[config.mk]
export PLATFORM = sky130hd
export DESIGN_NAME = matrix_capture_flat
export DESIGN_NICKNAME = d
export VERILOG_FILES = /design/src/rtl/matrix_capture_if.sv /design/src/rtl/matrix_capture.sv /design/src/flat_wrapper.sv
export SDC_FILE = /design/constraint.sdc
export NUM_CORES = 1
export LEC_CHECK = 0
export CAP_MARGIN = 20
export CORE_MARGIN = 2
export CORE_UTILIZATION = 35
export CTS_CLUSTER_DIAMETER = 100
export DETAILED_ROUTE_END_ITERATION = 10
export DONT_BUFFER_PORTS = 1
export SYNTH_ARGS = -nofsm -noshare
export SYNTH_HDL_FRONTEND = slang
export SYNTH_SLANG_ARGS = --single-unit
export TNS_END_PERCENT = 30
[constraint.sdc]
create_clock -name clk -period 5.3 [get_ports clk]
set_input_delay 0.53 -clock clk [delete_from_list [all_inputs] [get_ports clk]]
set_output_delay 0.53 -clock clk [all_outputs]
set_load 0.005 [all_outputs]
[src/rtl/matrix_capture_if.sv]
// Pin-level bundle between an LED matrix driver and the capture block,
// plus the frame read port.
interface matrix_capture_if;
   logic        RCLK;
   logic        RSDI;
   logic        CCLK;
   logic        CSDI;
   logic        LE;
   logic        OEB;
   logic [3:0]  rd_row;
   logic [15:0] rd_data;
   logic        frame_tick;
   logic [15:0] latch_count;
   logic        multi_row_err;
   logic        blank;

   modport master (
      output RCLK, RSDI, CCLK, CSDI, LE, OEB, rd_row,
      input  rd_data, frame_tick, latch_count, multi_row_err, blank
   );

   modport slave (
      input  RCLK, RSDI, CCLK, CSDI, LE, OEB, rd_row,
      output rd_data, frame_tick, latch_count, multi_row_err, blank
   );
endinterface

[src/rtl/matrix_capture.sv]
// Snoops the serial row/column streams of a 16x16 LED matrix driver and
// rebuilds the displayed frame in a readable 16-row buffer.
module matrix_capture #(
   parameter int SYNC_STAGES = 2
) (
   input logic             clk,
   input logic             reset,
   matrix_capture_if.slave bus
);
   localparam int TOP = SYNC_STAGES - 1;

   logic [SYNC_STAGES-1:0] rclk_s, cclk_s, le_s;
   logic [SYNC_STAGES-1:0] rsdi_s, csdi_s, oeb_s;
   logic                   rclk_prev, cclk_prev, le_prev;
   logic                   rclk_evt, cclk_evt, le_evt;
   logic                   multi_row;

   logic [15:0] row_sr;
   logic [15:0] col_sr;
   logic [15:0] frame [16];
   logic [15:0] rd_q;
   logic [15:0] latch_cnt;
   logic        err_q;
   logic        tick_q;

   // Strobe chains reset high so a pin already high at release is not an edge.
   always_ff @(posedge clk) begin
      if (reset) begin
         rclk_s    <= '1;
         cclk_s    <= '1;
         le_s      <= '1;
         rsdi_s    <= '0;
         csdi_s    <= '0;
         oeb_s     <= '0;
         rclk_prev <= 1'b1;
         cclk_prev <= 1'b1;
         le_prev   <= 1'b1;
      end else begin
         // NOTE: non-blocking assignments make every flop sample the old value, so the chain shifts one stage per clock.
         rclk_s    <= {rclk_s[SYNC_STAGES-2:0], bus.RCLK};
         cclk_s    <= {cclk_s[SYNC_STAGES-2:0], bus.CCLK};
         le_s      <= {le_s[SYNC_STAGES-2:0],   bus.LE};
         rsdi_s    <= {rsdi_s[SYNC_STAGES-2:0], bus.RSDI};
         csdi_s    <= {csdi_s[SYNC_STAGES-2:0], bus.CSDI};
         oeb_s     <= {oeb_s[SYNC_STAGES-2:0],  bus.OEB};
         rclk_prev <= rclk_s[TOP];
         cclk_prev <= cclk_s[TOP];
         le_prev   <= le_s[TOP];
      end
   end

   assign rclk_evt  = rclk_s[TOP] & ~rclk_prev;
   assign cclk_evt  = cclk_s[TOP] & ~cclk_prev;
   assign le_evt    = le_s[TOP]   & ~le_prev;
   assign multi_row = |(row_sr & (row_sr - 16'd1));

   // A commit reads row_sr/col_sr before any same-cycle shift lands.
   always_ff @(posedge clk) begin
      if (reset) begin
         row_sr    <= '0;
         col_sr    <= '0;
         rd_q      <= '0;
         latch_cnt <= '0;
         err_q     <= 1'b0;
         tick_q    <= 1'b0;
         // NOTE: the frame buffer is cleared on reset because the reset frame is observable on rd_data; this keeps it in flops, not RAM.
         for (int i = 0; i < 16; i++) frame[i] <= '0;
      end else begin
         if (rclk_evt) row_sr <= {row_sr[14:0], rsdi_s[TOP]};
         if (cclk_evt) col_sr <= {col_sr[14:0], csdi_s[TOP]};
         tick_q <= le_evt & row_sr[15];
         if (le_evt) begin
            latch_cnt <= latch_cnt + 16'd1;
            if (multi_row) err_q <= 1'b1;
            for (int i = 0; i < 16; i++) begin
               if (row_sr[i]) frame[i] <= col_sr;
            end
         end
         rd_q <= frame[bus.rd_row];
      end
   end

   assign bus.rd_data       = rd_q;
   assign bus.frame_tick    = tick_q;
   assign bus.latch_count   = latch_cnt;
   assign bus.multi_row_err = err_q;
   assign bus.blank         = oeb_s[TOP];
endmodule

[src/flat_wrapper.sv]
// flat-port wrapper written by rule: the top's interface ports become plain ports
module matrix_capture_flat 
#(
   parameter int SYNC_STAGES = 2
)
  (clk, reset, bus_RCLK, bus_RSDI, bus_CCLK, bus_CSDI, bus_LE, bus_OEB, bus_rd_row, bus_rd_data, bus_frame_tick, bus_latch_count, bus_multi_row_err, bus_blank);
  matrix_capture_if bus_i ();
  input logic clk;
  input logic reset;
  input wire logic [$bits(bus_i.RCLK)-1:0] bus_RCLK;
  input wire logic [$bits(bus_i.RSDI)-1:0] bus_RSDI;
  input wire logic [$bits(bus_i.CCLK)-1:0] bus_CCLK;
  input wire logic [$bits(bus_i.CSDI)-1:0] bus_CSDI;
  input wire logic [$bits(bus_i.LE)-1:0] bus_LE;
  input wire logic [$bits(bus_i.OEB)-1:0] bus_OEB;
  input wire logic [$bits(bus_i.rd_row)-1:0] bus_rd_row;
  output wire logic [$bits(bus_i.rd_data)-1:0] bus_rd_data;
  output wire logic [$bits(bus_i.frame_tick)-1:0] bus_frame_tick;
  output wire logic [$bits(bus_i.latch_count)-1:0] bus_latch_count;
  output wire logic [$bits(bus_i.multi_row_err)-1:0] bus_multi_row_err;
  output wire logic [$bits(bus_i.blank)-1:0] bus_blank;
  assign bus_i.RCLK = bus_RCLK;
  assign bus_i.RSDI = bus_RSDI;
  assign bus_i.CCLK = bus_CCLK;
  assign bus_i.CSDI = bus_CSDI;
  assign bus_i.LE = bus_LE;
  assign bus_i.OEB = bus_OEB;
  assign bus_i.rd_row = bus_rd_row;
  assign bus_rd_data = bus_i.rd_data;
  assign bus_frame_tick = bus_i.frame_tick;
  assign bus_latch_count = bus_i.latch_count;
  assign bus_multi_row_err = bus_i.multi_row_err;
  assign bus_blank = bus_i.blank;
  matrix_capture #(.SYNC_STAGES(SYNC_STAGES)) u_core (.clk(clk), .reset(reset), .bus(bus_i));
endmodule
==> results of run 1 <==
-- routing by layer --
| layer | up-vias | wire [µm] | part of all wire [%] |
|---|---|---|---|
| met5 | - | 18 | 0.054 |
| met4 | 2 | 891 | 2.7 |
| met3 | 47 | 2460 | 7.3 |
| met2 | 304 | 16300 | 49 |
| met1 | 3847 | 13800 | 41 |
| li1 | 3300 | - | - |
-- area by class of cell --
class	instances	area [µm²]	area share, %
clock buffers	45	965	6.46
clock inverters	16	134	0.896
inverters	17	63.8	0.427
multi-input cells	502	3820	25.5
flip-flops and latches	337	9310	62.3
well taps	511	639	4.28
repair buffers	2	15.0	0.100
-- power groups by stage --
stage / clock [µW] / sequential (µW) / combinational [µW]
after CTS: 2410 / 2950 / 199
after floorplan: 0 / 2980 / 179
final: 2370 / 2950 / 196
after global routing: 2520 / 2960 / 206
after detailed placement: 0 / 3010 / 199
after global placement: 0 / 3010 / 197
-- cells by family after synthesis --
family | synth area share [%]
compound gates | 2.75
simple gates | 11.4
flops | 69.0
buf+inv | 2.68
xor+xnor | 0.650
mux | 13.4
fa+ha+maj | 0.0928
-- worst paths after layout --
kind,depth (start not counted),endpoint
max,4,u_core.frame[9][11]$_SDFFCE_PN0P_
min,1,u_core.oeb_s[0]$_SDFF_PP0_
max reg2reg,4,u_core.frame[9][11]$_SDFFCE_PN0P_
min reg2reg,1,u_core.le_s[1]$_SDFF_PP1_
-- state kept, by name (all words and copies together) (netlist names) --
signal and cells:
u_core.le_s 2, u_core.cclk_prev 1, u_core.rsdi_s 2, u_core.le_prev 1, u_core.cclk_s 2, u_core.rclk_prev 1, u_core.bus.frame_tick 1, u_core.frame 256
u_core.row_sr 16, u_core.bus.rd_data 16, u_core.csdi_s 2, u_core.bus.latch_count 16, u_core.rclk_s 2, u_core.col_sr 16, u_core.oeb_s 2, u_core.bus.multi_row_err 1
-- stage by stage --
| stage | total power (µW) | setup slack [ns] | hold slack [ns] |
|---|---|---|---|
| 6_report | 5510 | 2.34 | 0.0915 |
| 5_1_grt | 5680 | 2.20 | 0.0696 |
| 4_1_cts | 5560 | 2.37 | 0.0695 |
| 3_5_place_dp | 3210 | 2.41 | 0.398 |
| 3_3_place_gp | 3200 | 2.49 | 0.396 |
| 2_1_floorplan | 3160 | 3.14 | 0.389 |
-- worst max-delay path, delay by kind of cell, from the launching register on --
kind          cells  cell delay [ns]
buf+inv           1             0.30
flops             1             0.34
simple gates      3             1.92
-- synthesized netlist by cell type (5+ instances only) --
library cell	n
or2_2	9
buf_1	5
xor2_1	7
nor2_1	175
clkbuf_1	58
edfxtp_1	256
nand2b_1	29
or4_1	6
nand2_1	81
dfxtp_1	81
a21oi_1	39
nand4_1	6
a21o_1	5
o21ai_0	5
nor2b_1	25
mux4_2	80
inv_1	17
o31ai_1	5
==> impl_metrics.py, run 1 <==
metrics = {
    "status": {
        "outcome": "completed",
    },
    "detailed_routing": {
        "drtIter0Drc": 882,
        "vias_per_cell": 5.24,
        "wl_um": 33500,
        "drcViolationCount": 0,
        "drt-pass1-iter-count": 5,
        "vias": 7500,
        "ant_nets": 0,
        "post_drt_wl_per_cell_um": 23.4,
    },
    "critical_path": {
        "crit_type": "register to register",
        "crit_path_start_kind": "register",
        "rr_startpoint": "u_core.le_s[1]$_SDFF_PP1_",
        "regToRegSetupSlack_ns": 2.34,
        "cp_slowest_cell": "nor2b_2",
        "worstPathMaxFanout": 18,
        "crit_start": "u_core.le_s[1]$_SDFF_PP1_",
        "end_kind": "register",
        "max_stage_delay_ns": 0.82,
        "arrival_ns": 3.08,
        "critical_path_required_ns": 5.43,
        "path_cells": "nor2b_2 > buf_4 > nand2_1 > nand2b_1",
    },
    "pwr": {
        "seqPwrFrac_pct": 53.5,
        "p_leak_uw": 0.00500,
        "clkPwrFrac_pct": 42.9,
        "p_per_area_mw_per_mm2": 369,
        "swShare_pct": 20.2,
        "power.switching_uw": 1110,
        "max-vdd-ir-drop_mv": 0.216,
        "intPower_uw": 4400,
        "comb_power_share_pct": 3.5,
    },
    "place": {
        "dpl.cell_count": 1368,
        "dp_hpwl_um": 21100,
        "placed_cell_area_mm2": 0.0138,
        "gp_congestion": 0.798,
        "numPortBuffers": 0,
    },
    "cells_and_area": {
        "fin_nets": 907,
        "drive_above_1_share_pct": 15.7,
        "final_core_util_pct": 39.5,
        "syn2layout_area_growth_pct": 10.8,
        "layout_common_cells": "256 x edfxtp_1, 175 x nor2_1, 81 x nand2_1, 81 x dfxtp_1, 80 x mux4_2",
        "nFillCells": 3540,
        "final_cells": 1430,
        "diodes": 0,
        "final_common_cell": "edfxtp_1",
        "design_area_mm2": 0.0149,
    },
    "timing": {
        "setup_viol": 0,
        "worstMarginPinSlew_ns": 1.07,
        "slew_violations": 0,
        "tns_ns": 0,
        "min_period_ns": 2.96,
        "max_freq_mhz": 338,
        "post-route-period-util_pct": 55.8,
        "max-slew-margin-rel_pct": 28.8,
        "fin_skew_ns": 0.0180,
        "hold_viol_final": 0,
        "rsz0062_at_grt": "false",
    },
    "global_route": {
        "grt_pass1_wl_um": 49400,
        "first_global_vias": 7388,
        "grt_max_degree": 114,
        "use_met2_pct": 27.5,
        "track_usage_pct": 16.7,
        "grt_use_met3_pct": 3.53,
        "grt_antenna_before_repair": 2,
        "grt-ovfl-total": 0,
        "use_met1_pct": 22.3,
        "busiest_layer": "met2",
    },
    "yosys": {
        "syn_nets": 941,
        "syn_inst": 928,
        "synth-edff-count": 256,
        "syn_avg_cell_area_um2": 14.5,
        "yosys.area.top_type": "edfxtp_1",
        "yosysWarnings": 0,
        "synth_ff_type": "edfxtp_1",
        "synth_seq_cells": 337,
        "syn-cell-area_mm2": 0.0135,
        "synth.distinct_cells": 40,
        "synth_top_area_share_pct": 57.0,
        "synth_area_leaders": "edfxtp_1 57%, mux4_2 13%, dfxtp_1 12%, nor2_1 4.9%, nand2_1 2.3%",
        "ys_seq_area_share_pct": 69.0,
        "synthArstFlopShare_pct": 0,
    },
    "hold_path": {
        "min_from": "reset",
        "hp-class": "input pin to register",
    },
    "cts": {
        "cts_sinks": 337,
        "clk_pin_slew_ns": 0.06,
        "clk_root_buffer_cell": "clkbuf_16",
        "post_cts_buffers": 0,
        "cts_resized": 0,
        "clock_path_buffers": 3,
        "cts_tree": "done",
        "numCtsBuffers": 34,
        "htree_levels": 2,
        "hold_buffers": 0,
        "clk_latency_ns": 0.51,
    },
    "floorplan": {
        "start_util_pct": 35.6,
        "rows": 71,
        "floorplan.die.width_um": 200,
        "dieArea_mm2": 0.0401,
        "io_pins": 47,
        "core_region_area_mm2": 0.0378,
        "die_h_um": 200,
    },
    "job": {
        "drv_cap": 0,
    },
}
Power figures use the tool's default switching activity.
==> inputs of run 2 (changes only) <==
clock period = 2.9 ns   (was 5.3 ns; I/O delays follow)
==> impl_metrics.py, run 2 (synthesis gave the netlist of run 1 again) <==
metrics = {
    "floorplan": {
        "rows": 71,
        "floorplan.die.width_um": 200,
        "core_region_area_mm2": 0.0378,
        "die_h_um": 200,
        "io_pins": 47,
        "start_util_pct": 35.6,
        "dieArea_mm2": 0.0401,
    },
    "cts": {
        "clk_root_buffer_cell": "clkbuf_16",
        "cts_sinks": 337,
        "clock_path_buffers": 3,
        "numCtsBuffers": 37,
        "clk_pin_slew_ns": 0.06,
        "post_cts_buffers": 0,
        "hold_buffers": 7,
        "htree_levels": 2,
        "cts_resized": 0,
        "clk_latency_ns": 0.52,
        "cts_tree": "done",
    },
    "timing": {
        "setup_viol": 0,
        "rsz0062_at_grt": "false",
        "max_freq_mhz": 510,
        "worstMarginPinSlew_ns": 0.907,
        "min_period_ns": 1.96,
        "slew_violations": 0,
        "hold_viol_final": 0,
        "whs_ns": 0.0610,
        "tns_ns": 0,
        "fin_skew_ns": 0.0189,
        "max-slew-margin-rel_pct": 39.5,
        "post-route-period-util_pct": 67.7,
    },
    "detailed_routing": {
        "wl_um": 30000,
        "post_drt_wl_per_cell_um": 20.6,
        "drtIter0Drc": 677,
        "vias": 7370,
        "vias_per_cell": 5.05,
        "drt-pass1-iter-count": 5,
        "drcViolationCount": 0,
        "ant_nets": 0,
    },
    "cells_and_area": {
        "syn2layout_area_growth_pct": 13.1,
        "top_register": "u_core.frame",
        "diodes": 0,
        "layout_common_cells": "256 x edfxtp_1, 175 x nor2_1, 81 x nand2_1, 81 x dfxtp_1, 80 x mux4_2",
        "final_common_cell": "edfxtp_1",
        "largest_reg_flops": 256,
        "final_cells": 1460,
        "drive_above_1_share_pct": 17.1,
        "fin_nets": 934,
    },
    "global_route": {
        "grt_antenna_before_repair": 0,
        "grt_max_degree": 82,
        "grt_use_met3_pct": 3.01,
        "grt_pass1_wl_um": 46900,
        "use_met1_pct": 20.1,
        "use_met2_pct": 26.0,
        "track_usage_pct": 15.3,
        "first_global_vias": 7444,
        "grt-ovfl-total": 0,
        "busiest_layer": "met2",
    },
    "critical_path": {
        "critical_path_required_ns": 3.04,
        "worstPathMaxFanout": 26,
        "end_kind": "register",
        "arrival_ns": 2.10,
        "crit_type": "register to register",
        "crit_path_start_kind": "register",
    },
    "place": {
        "gp_congestion": 0.767,
        "dpl.cell_count": 1385,
        "numPortBuffers": 0,
        "dp_hpwl_um": 19000,
    },
    "hold_path": {
        "hp-class": "input pin to register",
    },
    "pwr": {
        "max-vdd-ir-drop_mv": 0.459,
        "finalPower_uw": 10300,
        "p_per_area_mw_per_mm2": 679,
        "p_leak_uw": 0.00515,
    },
    "job": {
        "drv_cap": 0,
    },
    "status": {
        "outcome": "completed",
    },
}
-- run 2: cell type report --
type	instances	area, µm²
Multi-Input combinational cell	502	3820
Clock buffer	52	1060
Fill cell	3528	22600
Clock inverter	15	130
Timing Repair Buffer	26	230
Inverter	17	63.8
Tap cell	511	639
Sequential cell	337	9310
-- run 2: power breakdown --
part	switching (µW)	total [µW]	internal [µW]
combinational	182	385	203
sequential	50.3	5380	5330
clock	1860	4580	2730
total	2090	10300	8260
-- run 2: per-stage QoR --
stage               cell area (µm²)  worst slack [ns]  utilization, %
detailed placement            14000             0.930            36.9
floorplan                     13500             0.954               -
global route                  15200             0.757            40.3
global placement              14000             0.937            36.9
finish                        15200             0.938            40.3
CTS                           15200             0.919            40.3
-- run 2: final timing paths --
check,startpoint,slack (ns),to,depth (start not counted)
max reg2reg,u_core.le_s[1]$_SDFF_PP1_,0.94,u_core.frame[8][11]$_SDFFCE_PN0P_,4
min reg2reg,u_core.cclk_s[0]$_SDFF_PP1_,0.41,u_core.cclk_s[1]$_SDFF_PP1_,1
min,bus_rd_row[3],0.06,u_core.bus.rd_data[3]$_SDFF_PP0_,2
max,u_core.le_s[1]$_SDFF_PP1_,0.94,u_core.frame[8][11]$_SDFFCE_PN0P_,4
-- run 2: layer usage --
metal	vias up	share of wire [%]
met4	0	2.2
met2	191	51
met5	-	0
li1	3367	-
met3	48	5.1
met1	3764	42
-- run 2: worst max-delay path, stage by stage, from the launching register on --
cell      delay [ns]
dfxtp_1         0.34
nor2b_2         0.14
buf_4           0.30
nand2_1         0.13
nand2b_1        0.67
